### config.mk
export PLATFORM = sky130hd
export DESIGN_NAME = trial_sequencer_flat
export DESIGN_NICKNAME = d
export VERILOG_FILES = /design/src/rtl/trial_sequencer_pkg.sv /design/src/rtl/trial_sequencer_if.sv /design/src/rtl/trial_sequencer_cmd_decoder.sv /design/src/rtl/trial_sequencer.sv /design/src/flat_wrapper.sv
export SDC_FILE = /design/constraint.sdc
export NUM_CORES = 1
export LEC_CHECK = 0
export BUFFER_PORTS_ARGS = -buffer_cell sky130_fd_sc_hd__clkbuf_2
export CORE_MARGIN = 2
export CORE_UTILIZATION = 37
export CTS_BUF_LIST = sky130_fd_sc_hd__clkbuf_16
export CTS_CLUSTER_SIZE = 16
export DETAILED_ROUTE_END_ITERATION = 8
export PLACE_DENSITY = 0.53
export SETUP_SLACK_MARGIN = 0.5
export SLEW_MARGIN = 20
export SYNTH_ARGS = -nofsm -noshare
export SYNTH_HDL_FRONTEND = slang
export SYNTH_SLANG_ARGS = --single-unit
### constraint.sdc
create_clock -name CLOCK_50 -period 2.3 [get_ports CLOCK_50]
set_input_delay 0 -clock CLOCK_50 [delete_from_list [all_inputs] [get_ports CLOCK_50]]
set_output_delay 0 -clock CLOCK_50 [all_outputs]
set_load 0.02 [all_outputs]
### src/rtl/trial_sequencer_pkg.sv
// rtl/trial_sequencer_pkg.sv - shared states, opcodes and status packing for trial_sequencer
package trial_sequencer_pkg;

    typedef enum logic [2:0] {
        ST_IDLE  = 3'd0,
        ST_DRIVE = 3'd1,
        ST_ACQ   = 3'd2,
        ST_SEND  = 3'd3,
        ST_NEXT  = 3'd4,
        ST_FAULT = 3'd5
    } state_e;

    localparam logic [1:0] OP_PATTERN = 2'b00;
    localparam logic [1:0] OP_LENGTH  = 2'b01;
    localparam logic [1:0] OP_START   = 2'b10;
    localparam logic [1:0] OP_ABORT   = 2'b11;

    // Shared settle / timeout counter width; must hold timeout_cycles.
    localparam int CNT_W = 25;

    function automatic logic [7:0] pack_status(input logic fault, input logic busy,
                                               input state_e st);
        return {fault, busy, st, 3'b000};
    endfunction

endpackage

### src/rtl/trial_sequencer_if.sv
// rtl/trial_sequencer_if.sv - host command, controller handshake and status bundle
// slave:  used by trial_sequencer (takes commands/done strobes, drives reservoir/pulses/status)
// master: used by the host/controller side
interface trial_sequencer_if #(
    parameter int LOG_MAX_TRIALS = 6
);
    logic                      received;
    logic [7:0]                receive_byte;
    logic                      acq_done;
    logic                      send_done;
    logic                      res_input;
    logic                      res_enable;
    logic                      acquire_signal;
    logic                      send_signal;
    logic                      busy;
    logic                      fault;
    logic [LOG_MAX_TRIALS-1:0] trial_idx;
    logic [7:0]                status;

    modport slave (
        input  received, receive_byte, acq_done, send_done,
        output res_input, res_enable, acquire_signal, send_signal,
               busy, fault, trial_idx, status
    );

    modport master (
        output received, receive_byte, acq_done, send_done,
        input  res_input, res_enable, acquire_signal, send_signal,
               busy, fault, trial_idx, status
    );
endinterface

### src/rtl/trial_sequencer_cmd_decoder.sv
// rtl/trial_sequencer_cmd_decoder.sv - registers host bytes into one-cycle command strobes
// Ports: clk, rst_n (async active-low); received/receive_byte in;
//        pattern_wr, length_wr, start, abort strobes and 6-bit payload out.
module trial_sequencer_cmd_decoder
    import trial_sequencer_pkg::*;
(
    input  logic       clk,
    input  logic       rst_n,
    input  logic       received,
    input  logic [7:0] receive_byte,
    output logic       pattern_wr,
    output logic       length_wr,
    output logic       start,
    output logic       abort,
    output logic [5:0] payload
);

    logic       pattern_wr_q, pattern_wr_d;
    logic       length_wr_q,  length_wr_d;
    logic       start_q,      start_d;
    logic       abort_q,      abort_d;
    logic [5:0] payload_q,    payload_d;

    always_comb begin
        pattern_wr_d = 1'b0;
        length_wr_d  = 1'b0;
        start_d      = 1'b0;
        abort_d      = 1'b0;
        payload_d    = receive_byte[5:0];
        if (received) begin
            case (receive_byte[7:6])
                OP_PATTERN: pattern_wr_d = 1'b1;
                OP_LENGTH:  length_wr_d  = 1'b1;
                OP_START:   start_d      = 1'b1;
                default:    abort_d      = 1'b1;
            endcase
        end
    end

    always_ff @(posedge clk or negedge rst_n) begin
        if (!rst_n) begin
            pattern_wr_q <= 1'b0;
            length_wr_q  <= 1'b0;
            start_q      <= 1'b0;
            abort_q      <= 1'b0;
            payload_q    <= '0;
        end else begin
            pattern_wr_q <= pattern_wr_d;
            length_wr_q  <= length_wr_d;
            start_q      <= start_d;
            abort_q      <= abort_d;
            payload_q    <= payload_d;
        end
    end

    assign pattern_wr = pattern_wr_q;
    assign length_wr  = length_wr_q;
    assign start      = start_q;
    assign abort      = abort_q;
    assign payload    = payload_q;

endmodule

### src/rtl/trial_sequencer.sv
// rtl/trial_sequencer.sv - batch scheduler: drive bit, settle, acquire, send, per trial
// Ports: CLOCK_50 clock; reset async active-low; bus (slave modport) carries host
//        commands, acq_done/send_done strobes, reservoir drive, pulses and status.
// The acquisition length (nr_samples) is owned by the acquire controller.
module trial_sequencer
    import trial_sequencer_pkg::*;
#(
    parameter int MAX_TRIALS     = 64,
    parameter int LOG_MAX_TRIALS = 6,
    parameter int SETTLE_CYCLES  = 1000,
    parameter int TIMEOUT_CYCLES = 2**24
) (
    input  logic               CLOCK_50,
    input  logic               reset,
    trial_sequencer_if.slave   bus
);

    localparam logic [CNT_W-1:0] SETTLE_LAST  = CNT_W'(SETTLE_CYCLES - 1);
    localparam logic [CNT_W-1:0] TIMEOUT_LAST = CNT_W'(TIMEOUT_CYCLES - 1);

    logic       pattern_wr, length_wr, start, abort;
    logic [5:0] payload;

    trial_sequencer_cmd_decoder u_cmd_decoder (
        .clk          (CLOCK_50),
        .rst_n        (reset),
        .received     (bus.received),
        .receive_byte (bus.receive_byte),
        .pattern_wr   (pattern_wr),
        .length_wr    (length_wr),
        .start        (start),
        .abort        (abort),
        .payload      (payload)
    );

    state_e                    state_q, state_d;
    logic [MAX_TRIALS-1:0]     pattern_q, pattern_d;
    logic [LOG_MAX_TRIALS-1:0] len_q, len_d;
    logic [LOG_MAX_TRIALS-1:0] idx_q, idx_d;
    logic [CNT_W-1:0]          cnt_q, cnt_d;
    logic                      acq_pulse_q, acq_pulse_d;
    logic                      send_pulse_q, send_pulse_d;
    logic                      idle_like;
    logic [LOG_MAX_TRIALS-1:0] last_idx;

    assign idle_like = (state_q == ST_IDLE) || (state_q == ST_FAULT);
    // A length of 0 wraps to all-ones, i.e. max_trials-1.
    assign last_idx  = len_q - LOG_MAX_TRIALS'(1);

    always_comb begin
        state_d      = state_q;
        pattern_d    = pattern_q;
        len_d        = len_q;
        idx_d        = idx_q;
        cnt_d        = cnt_q;
        acq_pulse_d  = 1'b0;
        send_pulse_d = 1'b0;

        if (idle_like) begin
            if (pattern_wr) pattern_d = (pattern_q << 6) | MAX_TRIALS'(payload);
            if (length_wr)  len_d     = payload[LOG_MAX_TRIALS-1:0];
        end

        if (abort) begin
            state_d = ST_IDLE;
        end else begin
            case (state_q)
                ST_IDLE, ST_FAULT: begin
                    if (start) begin
                        state_d = ST_DRIVE;
                        idx_d   = '0;
                    end
                end
                ST_DRIVE: begin
                    if (cnt_q == SETTLE_LAST) begin
                        state_d     = ST_ACQ;
                        acq_pulse_d = 1'b1;
                    end else begin
                        cnt_d = cnt_q + 1'b1;
                    end
                end
                ST_ACQ: begin
                    // acq_done coincident with our own trigger pulse is ignored;
                    // a done strobe in the timeout cycle still wins.
                    if (bus.acq_done && !acq_pulse_q) begin
                        state_d      = ST_SEND;
                        send_pulse_d = 1'b1;
                    end else if (cnt_q == TIMEOUT_LAST) begin
                        state_d = ST_FAULT;
                    end else begin
                        cnt_d = cnt_q + 1'b1;
                    end
                end
                ST_SEND: begin
                    if (bus.send_done) begin
                        state_d = ST_NEXT;
                    end else if (cnt_q == TIMEOUT_LAST) begin
                        state_d = ST_FAULT;
                    end else begin
                        cnt_d = cnt_q + 1'b1;
                    end
                end
                ST_NEXT: begin
                    if (idx_q == last_idx) begin
                        state_d = ST_IDLE;
                    end else begin
                        state_d = ST_DRIVE;
                        idx_d   = idx_q + 1'b1;
                    end
                end
                default: state_d = ST_IDLE;
            endcase
        end

        // Settle and timeout share one counter, restarted on every state entry.
        if (state_d != state_q) cnt_d = '0;
    end

    always_ff @(posedge CLOCK_50 or negedge reset) begin
        if (!reset) begin
            state_q      <= ST_IDLE;
            pattern_q    <= '0;
            len_q        <= '0;
            idx_q        <= '0;
            cnt_q        <= '0;
            acq_pulse_q  <= 1'b0;
            send_pulse_q <= 1'b0;
        end else begin
            state_q      <= state_d;
            pattern_q    <= pattern_d;
            len_q        <= len_d;
            idx_q        <= idx_d;
            cnt_q        <= cnt_d;
            acq_pulse_q  <= acq_pulse_d;
            send_pulse_q <= send_pulse_d;
        end
    end

    assign bus.res_enable     = (state_q == ST_DRIVE) || (state_q == ST_ACQ);
    assign bus.res_input      = bus.res_enable & pattern_q[idx_q];
    assign bus.acquire_signal = acq_pulse_q;
    assign bus.send_signal    = send_pulse_q;
    assign bus.fault          = (state_q == ST_FAULT);
    assign bus.busy           = !idle_like;
    assign bus.trial_idx      = idx_q;
    assign bus.status         = pack_status(bus.fault, bus.busy, state_q);

endmodule
### src/flat_wrapper.sv
// flat-port wrapper written by rule: the top's interface ports become plain ports
module trial_sequencer_flat import trial_sequencer_pkg::*;
#(
    parameter int MAX_TRIALS     = 64,
    parameter int LOG_MAX_TRIALS = 6,
    parameter int SETTLE_CYCLES  = 1000,
    parameter int TIMEOUT_CYCLES = 2**24
)
  (CLOCK_50, reset, bus_received, bus_receive_byte, bus_acq_done, bus_send_done, bus_res_input, bus_res_enable, bus_acquire_signal, bus_send_signal, bus_busy, bus_fault, bus_trial_idx, bus_status);
  trial_sequencer_if #(.LOG_MAX_TRIALS(LOG_MAX_TRIALS)) bus_i ();
  input  logic CLOCK_50;
  input  logic reset;
  input wire logic [$bits(bus_i.received)-1:0] bus_received;
  input wire logic [$bits(bus_i.receive_byte)-1:0] bus_receive_byte;
  input wire logic [$bits(bus_i.acq_done)-1:0] bus_acq_done;
  input wire logic [$bits(bus_i.send_done)-1:0] bus_send_done;
  output wire logic [$bits(bus_i.res_input)-1:0] bus_res_input;
  output wire logic [$bits(bus_i.res_enable)-1:0] bus_res_enable;
  output wire logic [$bits(bus_i.acquire_signal)-1:0] bus_acquire_signal;
  output wire logic [$bits(bus_i.send_signal)-1:0] bus_send_signal;
  output wire logic [$bits(bus_i.busy)-1:0] bus_busy;
  output wire logic [$bits(bus_i.fault)-1:0] bus_fault;
  output wire logic [$bits(bus_i.trial_idx)-1:0] bus_trial_idx;
  output wire logic [$bits(bus_i.status)-1:0] bus_status;
  assign bus_i.received = bus_received;
  assign bus_i.receive_byte = bus_receive_byte;
  assign bus_i.acq_done = bus_acq_done;
  assign bus_i.send_done = bus_send_done;
  assign bus_res_input = bus_i.res_input;
  assign bus_res_enable = bus_i.res_enable;
  assign bus_acquire_signal = bus_i.acquire_signal;
  assign bus_send_signal = bus_i.send_signal;
  assign bus_busy = bus_i.busy;
  assign bus_fault = bus_i.fault;
  assign bus_trial_idx = bus_i.trial_idx;
  assign bus_status = bus_i.status;
  trial_sequencer #(.MAX_TRIALS(MAX_TRIALS), .LOG_MAX_TRIALS(LOG_MAX_TRIALS), .SETTLE_CYCLES(SETTLE_CYCLES), .TIMEOUT_CYCLES(TIMEOUT_CYCLES)) u_core (.CLOCK_50(CLOCK_50), .reset(reset), .bus(bus_i));
endmodule
==> results by group, run 1 <==
Status
  • Status: complete, but fails checks
  • Failing checks: negative setup slack

Clock network
  • Root Driver: clkbuf_16
  • CTS Buf Count: 17
  • CTS clk-pin slew, worst paths: 0.05 ns
  • Htree depth: 4
  • Clk sinks: 116
  • TritonCTS clock tree: built
  • Clock latency on the worst-skew pair: 0.42 ns
  • Clk buf depth: 2

Synth
  • Post-synth EDFFs: 0
  • Prevailing post-synth register cell: dfrtp_1
  • Async set-reset flop share out of synthesis: 100%
  • Synthesized area: 5760 µm²
  • Post-Syn Area per Cell: 12.0 µm²
  • Area share of fa/ha/maj cells after synthesis: 0.652%
  • Yosys cell types: 53
  • Multiplexer share of the synthesized area: 21.2%
  • Post-synthesis compound-gate area fraction: 4.69%
  • Synth Area in XOR/XNOR: 4.72%
  • Mapped Cells: 479
  • Main combinational cell family by area after synthesis: multiplexers
  • Post-synthesis register bit count: 116
  • Sequential element share of the synthesized area: 50.4%
  • Synth warn: 0
  • Post-Synth Simple-Gate Area: 15.1%

STA
  • Endpoints failing hold: 0
  • PnR worst setup slack: -0.165 ns
  • Slew HR: 55.3%
  • Final Setup Violations: 3
  • Clock Skews: 0.00959 ns
  • Tcrit/Tclk final: 107%
  • Fmax: 406 MHz
  • Tightest Pin Transition: 0.665 ns
  • Minimum clock period: 2.46 ns
  • Unrepaired setup endpoints after global routing: yes
  • Max-slew violation count: 0

Setup path
  • Critical Path Start Type: flop
  • CP Max Fanout: 5
  • RR Endpoint: u_core.cnt_q[2]
  • Worst EP required: 2.30 ns
  • Reg2Reg Setup Slack: 0 ns
  • Origin of the critical flop-to-flop path: u_core.len_q[0]
  • Crit path kind: flop to primary output
  • Crit. End Element: primary output
  • Worst path arrival time: 2.46 ns
  • Path depth of the worst reg2reg path: 8

Finish
  • P&R area growth vs syn: 38.6%
  • Fill count: 1285
  • Antenna cells: 0
  • Final instance area: 7980 µm²
  • Fin util: 52.5%
  • Commonest non-fill, non-tap cell in the layout: dfrtp_1
  • Final #Nets: 610
  • Share of cells above drive strength 1: 52.1%
  • Most frequent cells in the layout: dfrtp_1, mux2_2, buf_4

Detailed routing
  • Routed Antenna Nets: 0
  • Vias: 4230
  • Drt wl/cell: 17.6 µm
  • DR iter-0 viols: 240
  • DRC: 0
  • DRT Wirelength: 14.0 mm
  • DR vias/cell: 5.32
  • Drt pass-1 iters: 4

Floorplanning
  • Die area: 16600 µm²
  • # IOs: 33
  • Die Ht: 129 µm
  • Rows: 45
  • Die width: 129 µm
  • CORE AREA: 15200 µm²
  • Initial Utilization: 37.9%

Placement
  • Gpl congestion: 0.819
  • Placed cell area: 6440 µm²
  • DP Wirelength: 8.62 mm
  • Port-buffer cells: 29

Global routing
  • Vias in the first global route: 4279
  • First-pass GRT wire length: 22.6 mm
  • Total gr overflow: 0
  • Initial antenna violation count: 0
  • Total Routing Usage GR: 17.7%
  • Largest net degree at the start of global routing: 53

Hold path
  • Worst min path class: input port to asynchronous set/reset pin

Power and ir drop
  • PD cells: 876 nW/µm²
  • Max VDD drop: 0.693 mV
  • Pleak: 3.49 nW

Job
  • Max_cap viols: 0
routing by layer:
| metal | track usage (%) | wire (µm) |
|---|---|---|
| met1 | 23.8 | 6330 |
| met2 | 28.4 | 7060 |
| met3 | 4.41 | 435 |
| met4 | 5.95 | 127 |
| met5 | 0 | 0 |
what timing repair did:
item	in CTS	in global routing
resized for setup	55	56
hold endpoints to repair	85	0
gates cloned	4	1
setup buffers	24	6
setup endpoints to repair	68	72
pin swaps	23	40
hold buffers	13	0
how the worst max path moves through the flow:
stage / from / slack [ns] / endpoint / cells past startpoint
after CTS: u_core.bus.trial_idx[0] / -0.18 / bus_res_input / 7
after global placement: u_core.cnt_q[12] / 0.05 / u_core.cnt_q[24] / 8
after detailed placement: u_core.cnt_q[5] / -0.01 / u_core.cnt_q[24] / 9
after global routing: u_core.bus.trial_idx[0] / -0.25 / bus_res_input / 7
after floorplan: u_core.len_q[0] / 0.21 / u_core.cnt_q[15] / 8
final: u_core.bus.trial_idx[0] / -0.16 / bus_res_input / 7
stage by stage:
step	cells	setup WS [ns]	TNS [ns]	power, W	hold WS [ns]
floorplan	481	0.211	0	0.00362	-0.296
global placement	715	0.0506	0	0.00398	-0.0622
detailed placement	715	-0.0101	-0.0101	0.00402	-0.0544
CTS	788	-0.179	-0.179	0.00682	0.0157
global route	795	-0.250	-0.990	0.00735	0.0662
finish	795	-0.165	-0.168	0.00699	0.0479
cell usage after synthesis (2+ instances only):
master / number / area share [%]
a2111oi_0: 2 / 0.30
and3_1: 4 / 0.43
nor3_1: 9 / 0.78
o31ai_1: 5 / 0.65
or3_1: 3 / 0.33
nor2b_1: 3 / 0.33
inv_1: 8 / 0.52
o21ai_0: 11 / 0.96
or3_4: 2 / 0.39
ha_1: 3 / 0.65
buf_2: 3 / 0.26
and3b_1: 2 / 0.30
nor2_1: 40 / 2.6
clkbuf_1: 15 / 0.98
dfrtp_1: 116 / 50
a21oi_1: 13 / 1.1
nor4_1: 5 / 0.54
nor2_2: 11 / 1.2
buf_4: 5 / 0.65
mux4_2: 18 / 7.0
and2_1: 6 / 0.65
o21ai_1: 2 / 0.17
nand2_1: 28 / 1.8
mux2_2: 68 / 13
nand3_1: 15 / 1.3
nand2b_1: 4 / 0.43
a31oi_1: 3 / 0.33
or4_1: 5 / 0.65
xnor2_1: 18 / 2.7
nor4_2: 4 / 0.87
mux2i_1: 5 / 0.87
nand4_1: 10 / 1.1
xor2_1: 13 / 2.0
critical path, stage by stage (launching register included):
cell and delay (ns):
dfrtp_2 0.43, buf_12 0.12, buf_16 0.11, mux4_2 0.48
mux4_2 0.48, mux2i_2 0.18, o21ai_2 0.09, clkbuf_8 0.15
cell families after synthesis:
family	Yosys count
fa+ha+maj	3
flops	116
mux	91
simple gates	159
other cells	1
buf+inv	34
compound gates	44
xor+xnor	31
sequential cells by signal (all words and copies together), names as in the netlist:
register                         cells
u_core.u_cmd_decoder.start           1
u_core.len_q                         6
u_core.u_cmd_decoder.abort           1
u_core.pattern_q                    64
u_core.u_cmd_decoder.payload         6
u_core.bus.acquire_signal            1
u_core.bus.trial_idx                 6
u_core.bus.send_signal               1
u_core.u_cmd_decoder.pattern_wr      1
u_core.state_q                       3
u_core.u_cmd_decoder.length_wr       1
u_core.cnt_q                        25
cell type report:
type / instances / area [µm²] / area share [%]
multi-input cells: 334 / 3200 / 40.1
repair buffers: 117 / 1020 / 12.8
clock inverters: 15 / 156 / 1.96
well taps: 188 / 235 / 2.95
flip-flops and latches: 116 / 2910 / 36.5
inverters: 8 / 30.0 / 0.376
clock buffers: 17 / 425 / 5.33
where the power goes:
part           leakage [nW]  total (W)  internal (W)  switching [W]
Sequential             1.53    0.00281       0.00245       0.000364
Combinational          1.68    0.00159      0.000912       0.000682
Clock                 0.276    0.00259       0.00160       0.000986
Total                  3.49    0.00699       0.00496        0.00203
Note: power is estimated with default switching activity, not from simulation.
==> inputs of run 2 (changes only) <==
- ABC_AREA: not set -> 1
- GPL_TIMING_DRIVEN: not set -> 0
- SYNTH_HIERARCHICAL: not set -> 1
==> run 2 against run 1 <==
  * The run now ends clean
  * Via count up 30%
  * Sequential share of layout area is 2.1 points lower
  * Hold slack lost 0.013 ns
  * Utilization up 0.33 points
  * Highest routed layer unchanged
  * Critical endpoint unchanged
  * Fmax is 14% higher
  * Critical path depth is 3 higher
==> results by group, run 2 <==
Status
  • Status: complete, no violations (was complete, but fails checks)

Floorplanning
  • # IOs: 33 (unchanged)
  • CORE AREA: 16000 µm² (was 15200 µm²)
  • Die area: 17500 µm² (was 16600 µm²)
  • Initial Utilization: 38.1% (was 37.9%)
  • Die Ht: 132 µm (was 129 µm)
  • Die width: 132 µm (was 129 µm)
  • Rows: 46 (was 45)

Finish
  • Final #Nets: 857 (was 610)
  • Biggest regs: u_core/pattern_q (64), u_core/cnt_q (25) (was u_core.pattern_q (64), u_core.cnt_q (25))
  • Antenna cells: 0 (unchanged)
  • Biggest register: u_core/pattern_q (was u_core.pattern_q)
  • Commonest non-fill, non-tap cell in the layout: nand2_1 (was dfrtp_1)
  • P&R area growth vs syn: 38.5% (was 38.6%)
  • Final instance area: 8450 µm² (was 7980 µm²)
  • Share of cells above drive strength 1: 33.9% (was 52.1%)
  • Final Non-Filler Cells: 1069 (was 795)
  • Max reg flops: 64 (unchanged)
  • Most frequent cells in the layout: nand2_1, dfrtp_1, inv_1 (was dfrtp_1, mux2_2, buf_4)
  • Fin util: 52.8% (was 52.5%)

Synth
  • Top-count cell post-synth: nand2_1 (was dfrtp_1)
  • Post-Syn Area per Cell: 8.30 µm² (was 12.0 µm²)
  • Synthesized area: 6100 µm² (was 5760 µm²)
  • Sequential element share of the synthesized area: 47.6% (was 50.4%)
  • Top post-synthesis cells by count: nand2_1, dfrtp_1, inv_1 (was dfrtp_1, mux2_2, nor2_1)
  • Mapped Cells: 735 (was 479)
  • Synth top area share: 47.6% (was 50.4%)
  • Yosys cell types: 36 (was 53)
  • Leading area contributor after synthesis: dfrtp_1 (unchanged)
  • Async set-reset flop share out of synthesis: 100% (unchanged)
  • Prevailing post-synth register cell: dfrtp_1 (unchanged)
  • Ranking of synthesized cells by area: dfrtp_1, nand2_1, o21ai_0 (was dfrtp_1, mux2_2, mux4_2)
  • Synth warn: 6 (was 0)
  • Post-synthesis register bit count: 116 (unchanged)
  • Post-synth EDFFs: 0 (unchanged)

Detailed routing
  • DRT Wirelength: 17.2 mm (was 14.0 mm)
  • Drt wl/cell: 16.1 µm (was 17.6 µm)
  • Vias: 5481 (was 4230)
  • DRC: 0 (unchanged)
  • DR vias/cell: 5.13 (was 5.32)
  • Routed Antenna Nets: 0 (unchanged)
  • Drt pass-1 iters: 7 (was 4)
  • DR iter-0 viols: 374 (was 240)

Setup path
  • Crit path kind: flop to primary output (unchanged)
  • Crit. End Element: primary output (unchanged)
  • CP peak stage delay: 0.44 ns (was 0.48 ns)
  • Crit path cell chain: buf_12 > clkbuf_16 > nand2_1 > o21ai_0 > o22ai_1 > nand2_1 > nand3_2 > nand3_2 > a21boi_2 > clkbuf_8 (was buf_12 > buf_16 > mux4_2 > mux4_2 > mux2i_2 > o21ai_2 > clkbuf_8)
  • Worst EP required: 2.30 ns (about the same)
  • Critical Path Start Type: flop (unchanged)
  • CP Max Fanout: 10 (was 5)
  • Worst path arrival time: 2.17 ns (was 2.46 ns)
  • Worst path slowest cell: dfrtp_2 (was mux4_2)

STA
  • PnR worst setup slack: 0.132 ns (was -0.165 ns)
  • Tcrit/Tclk final: 94.3% (was 107%)
  • Max-slew violation count: 0 (unchanged)
  • Endpoints failing hold: 0 (unchanged)
  • Unrepaired setup endpoints after global routing: yes (unchanged)
  • Fmax: 461 MHz (was 406 MHz)
  • Final Setup Violations: 0 (was 3)
  • Clock Skews: 0.0102 ns (was 0.00959 ns)
  • Minimum clock period: 2.17 ns (was 2.46 ns)

Global routing
  • First-pass GRT wire length: 27.9 mm (was 22.6 mm)
  • Vias in the first global route: 5516 (was 4279)
  • Initial antenna violation count: 0 (unchanged)
  • Total Routing Usage GR: 19.9% (was 17.7%)
  • Largest net degree at the start of global routing: 64 (was 53)
  • Total gr overflow: 0 (unchanged)

Placement
  • Port-buffer cells: 29 (unchanged)
  • Placed cell area: 6630 µm² (was 6440 µm²)
  • DP Wirelength: 10.9 mm (was 8.62 mm)
  • DP Cell Count: 983 (was 715)
  • Place WS: 0.00443 ns (was -0.0101 ns)
  • Gpl congestion: 0.882 (was 0.819)

Clock network
  • CTS Buf Count: 17 (unchanged)
  • TritonCTS clock tree: built (unchanged)
  • CTS clk-pin slew, worst paths: 0.06 ns (was 0.05 ns)
  • Clock latency on the worst-skew pair: 0.41 ns (was 0.42 ns)
  • Clk buf depth: 2 (unchanged)
  • Clk sinks: 116 (unchanged)
  • Htree depth: 4 (unchanged)
  • Root Driver: clkbuf_16 (unchanged)

Power and ir drop
  • Max VDD drop: 0.795 mV (was 0.693 mV)
  • PD cells: 1040 nW/µm² (was 876 nW/µm²)
  • Final Power: 0.00882 W (was 0.00699 W)
  • Pleak: 3.90 nW (was 3.49 nW)

Job
  • Max_cap viols: 0 (unchanged)

Hold path
  • Worst min path class: input port to flop (was input port to asynchronous set/reset pin)
==> run 2: per-stage QoR <==
stage          setup TNS, ns  hold WS, ns
2_1_floorplan              0       -0.296
3_3_place_gp          -65.66        0.109
3_5_place_dp               0      0.00457
4_1_cts                    0       0.0169
5_1_grt                    0       0.0583
6_report                   0       0.0351
==> run 2: power breakdown <==
group	leakage, nW	internal [W]	switching [W]
Clock	0.296	0.00178	0.000922
Sequential	1.49	0.00264	0.000422
Combinational	2.11	0.00135	0.00170
==> run 2: worst paths after layout <==
kind,startpoint,to,slack (ns),cells past startpoint
worst max-delay path,u_core/bus.trial_idx[0],bus_res_input,0.13,10
worst min-delay path,bus_acq_done,u_core/state_q[2],0.04,6
worst max register to register,u_core/cnt_q[0],u_core/cnt_q[23],0.15,16
worst min register to register,u_core/pattern_q[63],u_core/pattern_q[63],0.49,2
max in group asynchronous,reset,u_core/bus.trial_idx[0],1.49,3
min in group asynchronous,reset,u_core/pattern_q[43],0.13,2
==> run 2: repair_timing <==
item / 4_1_cts / 5_1_grt
hold buffers: 12 / 0
pin swaps: 24 / 32
hold endpoints to repair: 63 / 0
resized for setup: 119 / 93
endpoints found under the setup margin: 96 / 82
setup buffers: 26 / 7
gates cloned: 6 / 4
==> run 2: layout make-up <==
type / count / area, µm²
repair buffers: 83 / 756
clock buffers: 17 / 425
fillers: 1483 / 7550
multi-input cells: 503 / 3170
repair inverters: 1 / 8.76
clock inverters: 14 / 173
inverters: 84 / 335
flip-flops and latches: 116 / 2910
plain buffers: 35 / 405
well taps: 216 / 270
==> run 2: cell families after synthesis <==
family	count (synthesis)	synth area share, %
AND/OR/NAND/NOR	322	25.5
other	1	0.0615
flip-flops	116	47.6
buffers and inverters	119	8.53
multiplexers	12	2.21
XOR/XNOR	29	4.16
AO/OA/AOI/OAI	133	11.3
adder cells (fa/ha/maj)	3	0.615
==> run 2: per-layer routing <==
layer  global-route usage [%]  wire length [µm]
met5                        0                 0
met1                     26.1              7540
met3                     4.25              1010
met2                     32.9              8350
met4                     6.51               343
==> run 2: worst max-delay path, delay by kind of cell, from the launching register on <==
kind,cells,cell delay (ns)
buffers and inverters,3,0.49
AND/OR/NAND/NOR,4,0.33
AO/OA/AOI/OAI,3,0.48
flip-flops,1,0.44
